### src/rtl/pump_air_ctrl.sv
// Three-valve peristaltic pump air sequencer: runs a requested number of six-phase
// strokes forward or reverse, holding each phase DWELL cycles, with abort support.
module pump_air_ctrl #(
    parameter int DWELL = 4,
    parameter int CNT_W = 8
) (
    input  logic             clk,
    input  logic             rst,
    input  logic             cmd_valid,
    output logic             cmd_ready,
    input  logic [CNT_W-1:0] cmd_strokes,
    input  logic             cmd_dir,
    input  logic             abort,
    output logic [2:0]       air_out,
    output logic             busy,
    output logic             done,
    output logic             aborted,
    output logic [CNT_W-1:0] strokes_done
);
    typedef enum logic {IDLE = 1'b0, RUN = 1'b1} state_t;

    localparam logic [15:0] DWELL_LAST = 16'(DWELL - 1);
    localparam logic [2:0]  LAST_PHASE = 3'd5;
    localparam logic [2:0]  AIR_HOLD   = 3'b111;

    state_t           state_r, state_nxt_s;
    logic [2:0]       phase_r, phase_nxt_s;
    logic [15:0]      dwell_r, dwell_nxt_s;
    logic [CNT_W-1:0] target_r, target_nxt_s;
    logic [CNT_W-1:0] strokes_r, strokes_nxt_s;
    logic             dir_r, dir_nxt_s;
    logic [2:0]       air_r, air_nxt_s;
    logic             done_r, done_nxt_s;
    logic             aborted_r, aborted_nxt_s;
    logic             accept_s, phase_end_s, stroke_end_s, run_end_s;
    logic [CNT_W-1:0] strokes_inc_s;

    // Valve pattern for a phase; reverse is the forward table with A and C swapped.
    function automatic logic [2:0] phase_air(input logic dir, input logic [2:0] phase);
        logic [2:0] pat;
        case ({dir, phase})
            4'b0_000: pat = 3'b100;
            4'b0_001: pat = 3'b110;
            4'b0_010: pat = 3'b010;
            4'b0_011: pat = 3'b011;
            4'b0_100: pat = 3'b001;
            4'b0_101: pat = 3'b101;
            4'b1_000: pat = 3'b001;
            4'b1_001: pat = 3'b011;
            4'b1_010: pat = 3'b010;
            4'b1_011: pat = 3'b110;
            4'b1_100: pat = 3'b100;
            4'b1_101: pat = 3'b101;
            default:  pat = 3'b111;
        endcase
        return pat;
    endfunction

    assign accept_s      = cmd_valid && (state_r == IDLE);
    assign phase_end_s   = (state_r == RUN) && (dwell_r == DWELL_LAST);
    assign stroke_end_s  = phase_end_s && (phase_r == LAST_PHASE);
    assign strokes_inc_s = strokes_r + CNT_W'(1'b1);
    assign run_end_s     = stroke_end_s && (strokes_inc_s == target_r);

    // State and registered-output register with synchronous reset.
    always_ff @(posedge clk) begin
        if (rst) begin
            state_r   <= IDLE;
            phase_r   <= 3'd0;
            dwell_r   <= 16'd0;
            target_r  <= {CNT_W{1'b0}};
            strokes_r <= {CNT_W{1'b0}};
            dir_r     <= 1'b0;
            air_r     <= AIR_HOLD;
            done_r    <= 1'b0;
            aborted_r <= 1'b0;
        end else begin
            state_r   <= state_nxt_s;
            phase_r   <= phase_nxt_s;
            dwell_r   <= dwell_nxt_s;
            target_r  <= target_nxt_s;
            strokes_r <= strokes_nxt_s;
            dir_r     <= dir_nxt_s;
            air_r     <= air_nxt_s;
            done_r    <= done_nxt_s;
            aborted_r <= aborted_nxt_s;
        end
    end

    // Next-state: FSM transition plus phase, dwell and stroke counters.
    always_comb begin
        state_nxt_s   = state_r;
        phase_nxt_s   = phase_r;
        dwell_nxt_s   = dwell_r;
        target_nxt_s  = target_r;
        strokes_nxt_s = strokes_r;
        dir_nxt_s     = dir_r;
        case (state_r)
            IDLE: begin
                if (accept_s) begin
                    target_nxt_s  = cmd_strokes;
                    dir_nxt_s     = cmd_dir;
                    strokes_nxt_s = {CNT_W{1'b0}};
                    phase_nxt_s   = 3'd0;
                    dwell_nxt_s   = 16'd0;
                    if (cmd_strokes != {CNT_W{1'b0}}) begin
                        state_nxt_s = RUN;
                    end else begin
                        state_nxt_s = IDLE;
                    end
                end else begin
                    state_nxt_s = IDLE;
                end
            end
            RUN: begin
                // Abort wins over a coinciding stroke completion, so the partial count stands.
                if (abort) begin
                    state_nxt_s = IDLE;
                    phase_nxt_s = 3'd0;
                    dwell_nxt_s = 16'd0;
                end else if (phase_end_s) begin
                    dwell_nxt_s = 16'd0;
                    if (stroke_end_s) begin
                        strokes_nxt_s = strokes_inc_s;
                        phase_nxt_s   = 3'd0;
                        if (run_end_s) begin
                            state_nxt_s = IDLE;
                        end else begin
                            state_nxt_s = RUN;
                        end
                    end else begin
                        phase_nxt_s = phase_r + 3'd1;
                    end
                end else begin
                    dwell_nxt_s = dwell_r + 16'd1;
                end
            end
            default: begin
                state_nxt_s = IDLE;
            end
        endcase
    end

    // Output decode: next values of air lines and run-end pulses.
    always_comb begin
        air_nxt_s     = AIR_HOLD;
        done_nxt_s    = 1'b0;
        aborted_nxt_s = 1'b0;
        case (state_r)
            IDLE: begin
                if (accept_s && (cmd_strokes == {CNT_W{1'b0}})) begin
                    done_nxt_s = 1'b1;
                end else if (accept_s) begin
                    air_nxt_s = phase_air(cmd_dir, 3'd0);
                end else begin
                    air_nxt_s = AIR_HOLD;
                end
            end
            RUN: begin
                if (abort) begin
                    done_nxt_s    = 1'b1;
                    aborted_nxt_s = 1'b1;
                end else if (run_end_s) begin
                    done_nxt_s = 1'b1;
                end else begin
                    air_nxt_s = phase_air(dir_r, phase_nxt_s);
                end
            end
            default: begin
                air_nxt_s = AIR_HOLD;
            end
        endcase
    end

    assign cmd_ready    = (state_r == IDLE);
    assign busy         = (state_r == RUN);
    assign air_out      = air_r;
    assign done         = done_r;
    assign aborted      = aborted_r;
    assign strokes_done = strokes_r;

endmodule

### config.mk
export PLATFORM = sky130hd
export DESIGN_NAME = pump_air_ctrl
export DESIGN_NICKNAME = d
export VERILOG_FILES = /design/src/rtl/pump_air_ctrl.sv
export SDC_FILE = /design/constraint.sdc
export NUM_CORES = 1
export LEC_CHECK = 0
export ABC_AREA = 1
export BUFFER_PORTS_ARGS = -buffer_cell sky130_fd_sc_hd__buf_2
export CAP_MARGIN = 20
export CORE_MARGIN = 2
export CORE_UTILIZATION = 40
export DETAILED_ROUTE_END_ITERATION = 16
export SKIP_CTS_REPAIR_TIMING = 1
export SYNTH_ARGS = -nofsm -noshare
export SYNTH_HDL_FRONTEND = slang
export SYNTH_SLANG_ARGS = --single-unit
### constraint.sdc
create_clock -name clk -period 3.5 [get_ports clk]
set_input_delay 0 -clock clk [delete_from_list [all_inputs] [get_ports clk]]
set_output_delay 0 -clock clk [all_outputs]
set_load 0.01 [all_outputs]
==> results of run 1 <==
==> cell families (layout without fill, tap and decap cells) <==
group	count (synthesis)	in the layout	synth area share (%)
xor+xnor	6	6	2.24
compound gates	50	50	13.0
simple gates	190	190	38.1
flops	42	42	35.8
fa+ha+maj	4	4	2.13
buf+inv	53	84	8.68
==> cell usage after synthesis, types with 2 or more instances <==
library cell	number	area, um^2
sky130_fd_sc_hd__a211oi_1	3	22.5
sky130_fd_sc_hd__o21a_1	6	45.0
sky130_fd_sc_hd__nand3_2	2	20.0
sky130_fd_sc_hd__a22oi_1	2	15.0
sky130_fd_sc_hd__nor4_1	3	18.8
sky130_fd_sc_hd__dfxtp_1	42	841
sky130_fd_sc_hd__nor3_2	2	20.0
sky130_fd_sc_hd__nor3_1	9	45.0
sky130_fd_sc_hd__nand2_1	76	285
sky130_fd_sc_hd__o21ai_0	12	60.1
sky130_fd_sc_hd__ha_1	4	50.1
sky130_fd_sc_hd__a21oi_1	21	105
sky130_fd_sc_hd__nor2_1	45	169
sky130_fd_sc_hd__inv_2	2	7.51
sky130_fd_sc_hd__clkbuf_1	3	11.3
sky130_fd_sc_hd__nor2_4	3	33.8
sky130_fd_sc_hd__nand2_2	4	25.0
sky130_fd_sc_hd__buf_2	4	20.0
sky130_fd_sc_hd__nand4_1	7	43.8
sky130_fd_sc_hd__nand3_1	25	125
sky130_fd_sc_hd__nor2_2	9	56.3
sky130_fd_sc_hd__xor2_1	5	43.8
sky130_fd_sc_hd__inv_1	44	165
==> worst paths after layout <==
check                    from               to  slack (ps)  depth (start not counted)
setup / recovery         busy  strokes_done[5]        1190                          5
hold / removal            rst  strokes_done[1]           3                          2
setup reg to reg         busy  strokes_done[5]        1190                          5
hold reg to reg   target_r[7]      target_r[7]         480                          2
==> power by group <==
part | switching (mW) | internal (mW) | total [mW]
combinational | 0.0895 | 0.0514 | 0.141
sequential | 0.0221 | 0.499 | 0.521
clock | 0.168 | 0.304 | 0.472
==> layout make-up <==
| type | instances | area, um^2 | share of cell area [%] |
|---|---|---|---|
| Clock buffer | 6 | 82.6 | 3.04 |
| Clock inverter | 2 | 60.1 | 2.21 |
| Inverter | 46 | 173 | 6.36 |
| Multi-Input combinational cell | 250 | 1300 | 48.0 |
| Sequential cell | 42 | 841 | 31.0 |
| Tap cell | 72 | 90.1 | 3.32 |
| Timing Repair Buffer | 30 | 165 | 6.08 |
==> cells in the final DEF (no fill, tap or decap) <==
| cell | n |
|---|---|
| sky130_fd_sc_hd__nor2_2 | 9 |
| sky130_fd_sc_hd__bufinv_16 | 2 |
| sky130_fd_sc_hd__nand2_2 | 4 |
| sky130_fd_sc_hd__o32ai_2 | 1 |
| sky130_fd_sc_hd__nor2_4 | 3 |
| sky130_fd_sc_hd__dlygate4sd3_1 | 3 |
| sky130_fd_sc_hd__nand3_1 | 25 |
| sky130_fd_sc_hd__nand3b_1 | 1 |
| sky130_fd_sc_hd__o211ai_1 | 1 |
| sky130_fd_sc_hd__nor2_1 | 45 |
| sky130_fd_sc_hd__a211oi_2 | 1 |
| sky130_fd_sc_hd__nand3_2 | 2 |
| sky130_fd_sc_hd__inv_2 | 2 |
| sky130_fd_sc_hd__a22oi_1 | 2 |
| sky130_fd_sc_hd__xnor2_1 | 1 |
| sky130_fd_sc_hd__nand2_1 | 76 |
| sky130_fd_sc_hd__o21ai_0 | 12 |
| sky130_fd_sc_hd__clkbuf_8 | 6 |
| sky130_fd_sc_hd__o21ai_2 | 1 |
| sky130_fd_sc_hd__ha_1 | 4 |
| sky130_fd_sc_hd__dfxtp_1 | 42 |
| sky130_fd_sc_hd__o21ai_1 | 1 |
| sky130_fd_sc_hd__or4_1 | 1 |
| sky130_fd_sc_hd__nor3_2 | 2 |
| sky130_fd_sc_hd__o21a_1 | 6 |
| sky130_fd_sc_hd__xor2_1 | 5 |
| sky130_fd_sc_hd__o21bai_1 | 1 |
| sky130_fd_sc_hd__and3_1 | 1 |
| sky130_fd_sc_hd__a211oi_1 | 3 |
| sky130_fd_sc_hd__nor3_1 | 9 |
| sky130_fd_sc_hd__inv_1 | 44 |
| sky130_fd_sc_hd__nand4_4 | 1 |
| sky130_fd_sc_hd__a21oi_1 | 21 |
| sky130_fd_sc_hd__nor4_1 | 3 |
| sky130_fd_sc_hd__nand2_4 | 1 |
| sky130_fd_sc_hd__nand4_1 | 7 |
| sky130_fd_sc_hd__buf_2 | 27 |
==> sequential cells by signal, indices dropped and copies added (netlist names) <==
register and cells:
dir_r 1, air_out 3, phase_r 3, dwell_r 16, strokes_done 8, aborted 1
done 1, busy 1, target_r 8
==> critical path, cell delays in order, from the launching register on <==
cell and delay (ps):
sky130_fd_sc_hd__dfxtp_1 610, sky130_fd_sc_hd__inv_2 160, sky130_fd_sc_hd__o211ai_1 780, sky130_fd_sc_hd__nand2_1 380, sky130_fd_sc_hd__o21a_1 210, sky130_fd_sc_hd__a21oi_1 110
==> routing by layer <==
metal,GRT usage [%],part of all wire [%]
met5,0,0
met2,31.2,47
met3,3.93,2.7
met1,23.3,49
met4,5.25,0.57
==> through the flow <==
stage	setup slack, ps	hold slack [ps]	utilization [%]	instance area (um^2)
floorplan	1870	135	-	2350
finish	1190	2.65	48.7	2720
global placement	1420	238	45.6	2540
CTS	1210	-70.8	48.2	2690
global route	1030	13.6	48.7	2720
detailed placement	1250	241	45.6	2540
==> implementation parameters, run 1 <==
Parameter                              Value

Placed design
  Post-detailed-placement half-perimeter wirelength    4230 um
  GP Congestion    0.887
  Cell count after placement    437
  IO buf count    27

Clocking
  CTS sink cnt    42
  Clock-pin slew reported for the worst setup and hold paths after clock tree synthesis    80 ps
  CTS HTree Levels    2
  Number of clock buffers inserted by TritonCTS    5
  Clock tree from TritonCTS    done
  Worst-Skew Late Latency    290 ps
  Maximum count of clock buffers along a single path    2
  Clock root cell    sky130_fd_sc_hd__clkbuf_8

Synthesis
  Proportion of synthesized flip-flops having asynchronous set or reset    0%
  Number of synthesis warnings    0
  Sequential area share after synthesis    35.8%
  Count of unique library cells instantiated by Yosys    35
  Synthesized area    2350 um^2
  Number of register bits inferred by synthesis    42
  Count of flip-flops with a built-in enable after synthesis    0
  Primary flip-flop cell chosen by synthesis mapping    sky130_fd_sc_hd__dfxtp_1
  Post-synth net total    362
  Average size of a mapped cell    6.81 um^2
  Synthesized instance count    345

STA
  Transition time at the pin with the least slew margin    915 ps
  Worst clock skew    9.33 ps
  Sum of negative setup slack    0 ps
  Final-report max-slew violation count    0
  Final period utilization    66.0%
  Rel. slew slack    38.8%
  Post-layout min period    2310 ps
  Maximum clock rate    433 MHz
  Fin. Hold Viols    0
  Count of endpoints failing setup in the final report    0
  Setup repair after global routing missed its margin    false

Die
  Core Region    5570 um^2
  Die area    6500 um^2
  Floorplan die height    80.6 um
  DIE WIDTH    80.6 um
  Effective utilization at floorplan    42.1%
  Std-Cell Rows    27
  Number of top-level design ports    28

Layout
  Antenna Diode Count    0
  Fillcell total    582
  Fraction of layout cells with a size suffix above 1    16.5%
  Syn-to-layout area delta    15.6%
  Final Instance Count excl. Fillers    448
  Count of nets after finishing    392

Worst setup path
  Data required time at the worst endpoint    3710 ps
  CP Capture Type    register
  Max FO, Critical Path    13
  Data arrival time of the worst path    2520 ps
  Startpoint types    register
  Critical Setup Path Class    reg2reg

Status
  Status    finished clean

Power
  Static Leakage    1.16 nW
  Max rail drop VDD    0.000249 V
  Pwr dens    418 nW/um^2
  Sum of internal, switching and leakage power    1.13 mW

Global route
  First-pass GRT wire length    9320 um
  Total congestion overflow after global routing    0
  Overall global routing resource usage    18.4%
  Via count of the first global-routing pass    2,057
  Initial antenna violation count    0
  Largest net degree at the start of global routing    17

Detailed routing
  Final routed wire length divided by cell count    12.2 um
  1st-pass router iterations    4
  Total detailed-routing wirelength    5460 um
  Drt via density    4.96
  Number of nets with antenna violations after detailed routing    0
  DRC Markers    0
  Total number of vias    2,224
  Iter 0 DRT Violations    85

Flow run
  # Max-Cap Violations    0

Hold path
  Worst hold path type    in2reg
Note: power is estimated with default switching activity, not from simulation.
==> run 2, diff against run 1 <==
==> constraint.sdc (replaced) <==
create_clock -name clk -period 1.94 [get_ports clk]
set_input_delay 0 -clock clk [delete_from_list [all_inputs] [get_ports clk]]
set_output_delay 0 -clock clk [all_outputs]
set_load 0.01 [all_outputs]
==> run 2 against run 1 <==
  * The run now ends with hold timing left
  * Fmax up 34%
  * Total power up 59%
  * Combinational power up 100%
  * Clock power up 24%
  * Largest cell class unchanged
  * Highest routed layer unchanged
==> implementation parameters, run 2 (synthesis results as in run 1) <==
Parameter                              Value

Status
  Status    finished with violations
  Failing checks    hold timing

Detailed routing
  Drt via density    4.95
  Iter 0 DRT Violations    97
  Final routed wire length divided by cell count    12.2 um
  Total number of vias    2,288
  Number of nets with antenna violations after detailed routing    0
  1st-pass router iterations    4
  DRC Markers    0
  Total detailed-routing wirelength    5630 um

Global route
  Overall global routing resource usage    19.3%
  Total congestion overflow after global routing    0
  Largest net degree at the start of global routing    16
  Via count of the first global-routing pass    2,197
  First-pass GRT wire length    9740 um
  Initial antenna violation count    0

Worst setup path
  Startpoint types    register
  Register-to-register setup slack    220 ps
  Data required time at the worst endpoint    2190 ps
  Cell chain of the critical path    ha_4 > inv_1 > nand2_1 > nand2_1 > nand2_1 > nand2_1 > nor2_1 > nand3_1 > nor2_1 > nand4_1 > nand2_1 > inv_1 > nand3_1 > nand2_1 > nand2_1
  Critical Setup Path Class    reg2reg
  Critical-path cell with the highest stage delay    sky130_fd_sc_hd__dfxtp_1
  Most repeated library cell on the critical path    sky130_fd_sc_hd__nand2_1
  Launch point of the worst path    strokes_done[1]
  Number of stages on the worst setup path    15
  Startpoint of the worst register-to-register path    strokes_done[1]
  Longest individual stage delay on the worst path    420 ps
  Bufs and invs on worst path    2
  Register-to-Register Path Depth    15
  Data arrival time of the worst path    1970 ps
  Crit path capture    air_out[0]
  Kind of cell adding the most delay to the critical path    simple AND/OR/NAND/NOR gates
  Reg-to-reg endpoint    air_out[0]
  CP Capture Type    register
  Max FO, Critical Path    7

Die
  Die area    6500 um^2
  Core Region    5570 um^2
  Floorplan die height    80.6 um
  DIE WIDTH    80.6 um
  Effective utilization at floorplan    42.1%
  Std-Cell Rows    27
  Number of top-level design ports    28

Layout
  Final Instance Count excl. Fillers    462
  Commonest non-fill, non-tap cell in the layout    sky130_fd_sc_hd__nand2_1
  Area taken by multi-input logic gates    1320 um^2
  Antenna Diode Count    0
  Syn-to-layout area delta    18.5%
  Fillcell total    579
  Max reg flops    16
  Sequential cell area    843 um^2
  Count of nets after finishing    406
  Top reg by flops    dwell_r
  Top library cells by usage in the layout, fill and taps aside    sky130_fd_sc_hd__nand2_1, sky130_fd_sc_hd__nor2_1, sky130_fd_sc_hd__inv_1
  Area of all placed cells without fillers    2780 um^2
  Fraction of layout cells with a size suffix above 1    20.0%

Placed design
  Placement-stage cell area    2650 um^2
  Cell count after placement    451
  Placement Setup Slack    81.9 ps
  GP Congestion    0.802
  IO buf count    27
  Post-detailed-placement half-perimeter wirelength    4360 um

Clocking
  Number of clock buffers inserted by TritonCTS    5
  CTS sink cnt    42
  CTS HTree Levels    2
  Maximum count of clock buffers along a single path    2
  Clock-pin slew reported for the worst setup and hold paths after clock tree synthesis    80 ps
  Clock tree from TritonCTS    done
  Clock root cell    sky130_fd_sc_hd__clkbuf_8
  Worst-Skew Late Latency    300 ps

STA
  Transition time at the pin with the least slew margin    426 ps
  Final period utilization    88.6%
  Final-report max-slew violation count    0
  Setup repair after global routing missed its margin    false
  Hold Worst Slack    -46.5 ps
  Maximum clock rate    582 MHz
  Fin. Hold Viols    1
  Worst clock skew    8.29 ps
  Crit path setup slack, layout    221 ps
  Post-layout min period    1720 ps
  Sum of negative setup slack    0 ps
  Rel. slew slack    71.5%
  Count of endpoints failing setup in the final report    0

Hold path
  Worst hold path type    in2reg
  Number of cells on the worst hold path    3

Power
  Pwr dens    649 nW/um^2
  Static Leakage    1.20 nW
  Max rail drop VDD    0.000376 V

Flow run
  # Max-Cap Violations    0
-- run 2: cell count changes in the layout (fill, tap and decap cells not counted), sizes merged --
cell | previous run | this run
buf | 27 | 41
bufinv | 2 | 0
clkinv | 0 | 1
clkbuf | 6 | 7
-- run 2: worst min-delay path by stage --
stage,from,end,slack (ps)
global route,rst,done,8
floorplan,cmd_strokes[0],target_r[0],130
CTS,cmd_strokes[1],target_r[1],-80
global placement,cmd_strokes[1],target_r[1],240
finish,cmd_strokes[5],target_r[5],-50
detailed placement,cmd_strokes[1],target_r[1],240
-- run 2: cell type report --
cell class,instances,share of cell area [%]
clock buffer,7,3.10
clock inverter,1,0.180
multi-input combinational,250,47.3
sequential,42,30.3
timing repair buffer,44,9.71
tap,72,3.24
inverter,46,6.20
-- run 2: per-stage QoR --
step                hold WS [ps]  power, mW  util [%]
floorplan                    135       1.13         -
global placement             238       1.23      47.5
detailed placement           244       1.23      47.5
CTS                        -76.2       1.82      49.1
global route                7.53       1.91      49.9
finish                     -46.5       1.81      49.9
-- run 2: power breakdown --
part	total (mW)	switching (mW)	internal, mW	leakage, nW
clock network	0.587	0.300	0.287	0.0482
logic	0.286	0.174	0.113	0.811
registers	0.934	0.0329	0.901	0.344
total	1.81	0.506	1.30	1.20
-- run 2: worst register-to-register path: stages (launching register included) --
cell and delay (ps):
sky130_fd_sc_hd__dfxtp_1 420, sky130_fd_sc_hd__ha_4 200, sky130_fd_sc_hd__inv_1 50, sky130_fd_sc_hd__nand2_1 70, sky130_fd_sc_hd__nand2_1 70, sky130_fd_sc_hd__nand2_1 60
sky130_fd_sc_hd__nand2_1 50, sky130_fd_sc_hd__nor2_1 110, sky130_fd_sc_hd__nand3_1 110, sky130_fd_sc_hd__nor2_1 120, sky130_fd_sc_hd__nand4_1 90, sky130_fd_sc_hd__nand2_1 120
sky130_fd_sc_hd__inv_1 50, sky130_fd_sc_hd__nand3_1 70, sky130_fd_sc_hd__nand2_1 50, sky130_fd_sc_hd__nand2_1 50
-- run 2: layer usage --
| metal | GRT usage (%) | part of all wire (%) | vias up |
|---|---|---|---|
| met3 | 4.04 | 4.0 | 4 |
| met4 | 6.61 | 0.91 | 0 |
| met5 | 0 | 0 | - |
| li1 | - | - | 1215 |
| met2 | 31.3 | 46 | 43 |
| met1 | 25.3 | 49 | 1026 |
==> run 3, diff against run 2 <==
--- a/config.mk
+++ b/config.mk
@@ -9,8 +9,9 @@
 export BUFFER_PORTS_ARGS = -buffer_cell sky130_fd_sc_hd__buf_2
 export CAP_MARGIN = 20
 export CORE_MARGIN = 2
-export CORE_UTILIZATION = 40
+export CORE_UTILIZATION = 52
 export DETAILED_ROUTE_END_ITERATION = 16
+export PLACE_DENSITY = 0.75
 export SKIP_CTS_REPAIR_TIMING = 1
 export SYNTH_ARGS = -nofsm -noshare
 export SYNTH_HDL_FRONTEND = slang
==> run 3 against run 2 <==
  * The run still ends with hold timing left
  * Non-clock buffer count shrank 4
  * Routed wire length down 3.8%
  * Worst setup slack lost 30 ps
  * First-iteration DRC count increased by 27%
  * Critical path depth is 4 lower
  * Clock skew rose by 5.4 ps
  * Via count about the same
  * Hold slack better by 45 ps
  * Global-route usage grew 3.3 points
  * Largest cell class unchanged
  * Largest power group unchanged
==> implementation parameters, run 3 (synthesis results as in run 1) <==
Parameter                              Value

Clocking
  Number of clock buffers inserted by TritonCTS    5
  Worst-Skew Late Latency    300 ps
  CTS sink cnt    42
  Clock tree from TritonCTS    done
  Clock root cell    sky130_fd_sc_hd__clkbuf_8
  CTS HTree Levels    2
  Maximum count of clock buffers along a single path    2
  Clock-pin slew reported for the worst setup and hold paths after clock tree synthesis    90 ps

Global route
  Total congestion overflow after global routing    0
  Via count of the first global-routing pass    2,195
  Largest net degree at the start of global routing    16
  Initial antenna violation count    0
  Met1 usage in global routing    26.9%
  Most utilized layer in the global route result    met2
  First-pass GRT wire length    9260 um
  Met2 demand-to-capacity share in global routing    39.6%
  Overall global routing resource usage    22.6%
  Global-route track usage on met3    4.56%

Die
  Die area    5070 um^2
  Number of top-level design ports    28
  DIE WIDTH    71.2 um
  Std-Cell Rows    24
  Floorplan die height    71.2 um
  Core Region    4350 um^2
  Effective utilization at floorplan    53.9%

Placed design
  Placement Setup Slack    143 ps
  IO buf count    27
  GP Congestion    0.927
  Placement-stage cell area    2580 um^2
  Post-detailed-placement half-perimeter wirelength    4110 um

Detailed routing
  Iter 0 DRT Violations    123
  Final routed wire length divided by cell count    12.4 um
  DRC Markers    0
  Drt via density    5.23
  1st-pass router iterations    4
  Total detailed-routing wirelength    5420 um
  Total number of vias    2,290
  Number of nets with antenna violations after detailed routing    0

Power
  Cell-internal power    1.30 mW
  Clock network fraction of design power    32.6%
  Pwr dens    660 nW/um^2
  Static Leakage    1.18 nW
  Logic pwr share    15.5%
  Reported net switching power    0.509 mW
  Max rail drop VDD    0.000419 V
  Power share of the sequential group    51.9%
  Switching power share of the total    28.2%

Worst setup path
  Critical Setup Path Class    reg2reg
  Startpoint types    register
  Number of stages on the worst setup path    11
  CP Capture Type    register
  Critical-path cell with the highest stage delay    sky130_fd_sc_hd__dfxtp_1
  Cell chain of the critical path    ha_1 > buf_4 > nand3_2 > nor2_2 > nand2_1 > nor2_2 > nand2_2 > nor3_2 > nand2_1 > nor2_1 > nor3_1
  Bufs and invs on worst path    1
  Max FO, Critical Path    4
  Kind of cell adding the most delay to the critical path    simple AND/OR/NAND/NOR gates
  Longest individual stage delay on the worst path    370 ps
  Data required time at the worst endpoint    2120 ps
  Register-to-Register Path Depth    11
  Data arrival time of the worst path    1930 ps

STA
  Worst clock skew    13.7 ps
  Count of endpoints failing setup in the final report    0
  Post-layout min period    1750 ps
  Maximum clock rate    572 MHz
  Rel. slew slack    71.0%
  Final-report max-slew violation count    0
  Transition time at the pin with the least slew margin    435 ps
  Fin. Hold Viols    1
  Setup repair after global routing missed its margin    false
  Final period utilization    90.2%
  Sum of negative setup slack    0 ps
  Hold Worst Slack    -1.48 ps
  Crit path setup slack, layout    191 ps

Layout
  Top reg by flops    dwell_r
  Top library cells by usage in the layout, fill and taps aside    sky130_fd_sc_hd__nand2_1, sky130_fd_sc_hd__inv_1, sky130_fd_sc_hd__nor2_1
  Post-layout util    62.8%
  Fraction of layout cells with a size suffix above 1    19.4%
  Count of nets after finishing    402
  Area of all placed cells without fillers    2740 um^2
  Syn-to-layout area delta    16.5%
  Fillcell total    395
  Antenna Diode Count    0
  Max reg flops    16
  Commonest non-fill, non-tap cell in the layout    sky130_fd_sc_hd__nand2_1

Flow run
  # Max-Cap Violations    0

Hold path
  Worst hold path type    in2reg
  Number of cells on the worst hold path    2

Status
  Failing checks    hold timing
  Status    finished with violations
[run 3: cell types whose count changed in the layout (fill, tap and decap cells not counted)]
| cell | change |
|---|---|
| sky130_fd_sc_hd__buf_4 | -5 |
| sky130_fd_sc_hd__nor2_2 | +1 |
| sky130_fd_sc_hd__nor2_1 | -1 |
| sky130_fd_sc_hd__dlygate4sd3_1 | +1 |
| sky130_fd_sc_hd__dfxtp_2 | +1 |
| sky130_fd_sc_hd__dfxtp_1 | -1 |
[run 3: area by class of cell]
cell class	count	area, um^2	share of cell area [%]
tap	52	65.1	2.38
inverter	46	173	6.31
multi-input combinational	250	1320	48.2
clock buffer	7	86.3	3.16
clock inverter	1	5.00	0.183
timing repair buffer	40	243	8.87
sequential	42	845	30.9
[run 3: worst paths after layout]
kind	from	to	slack, ps
setup / recovery	dwell_r[0]	dwell_r[12]	190
hold / removal	rst	phase_r[0]	-1
setup reg to reg	dwell_r[0]	dwell_r[12]	190
hold reg to reg	target_r[2]	target_r[2]	480
[run 3: per-layer routing]
metal	share of wire [%]	wire length [um]
met4	2.0	111
met5	0	0
met3	4.0	215
met1	46	2480
met2	48	2610
[run 3: power groups by stage]
stage	combinational [mW]	sequential [mW]	clock, mW
2_1_floorplan	0.171	0.957	0
3_3_place_gp	0.266	0.952	0
3_5_place_dp	0.269	0.953	0
4_1_cts	0.271	0.934	0.600
5_1_grt	0.315	0.942	0.634
6_report	0.280	0.937	0.588
[run 3: per-stage QoR]
stage / hold WS [ps] / instances / total power, mW
after global placement: 236 / 426 / 1.22
after global routing: 5.72 / 438 / 1.89
after detailed placement: 241 / 426 / 1.22
after floorplan: 135 / 345 / 1.13
final: -1.48 / 438 / 1.81
after CTS: -59.4 / 434 / 1.80
[run 3: worst reg2reg max path, cell delays in order (launching register included)]
cell and delay, ps:
sky130_fd_sc_hd__dfxtp_1 370, sky130_fd_sc_hd__ha_1 190, sky130_fd_sc_hd__buf_4 130, sky130_fd_sc_hd__nand3_2 90, sky130_fd_sc_hd__nor2_2 140, sky130_fd_sc_hd__nand2_1 80
sky130_fd_sc_hd__nor2_2 130, sky130_fd_sc_hd__nand2_2 100, sky130_fd_sc_hd__nor3_2 180, sky130_fd_sc_hd__nand2_1 70, sky130_fd_sc_hd__nor2_1 90, sky130_fd_sc_hd__nor3_1 60
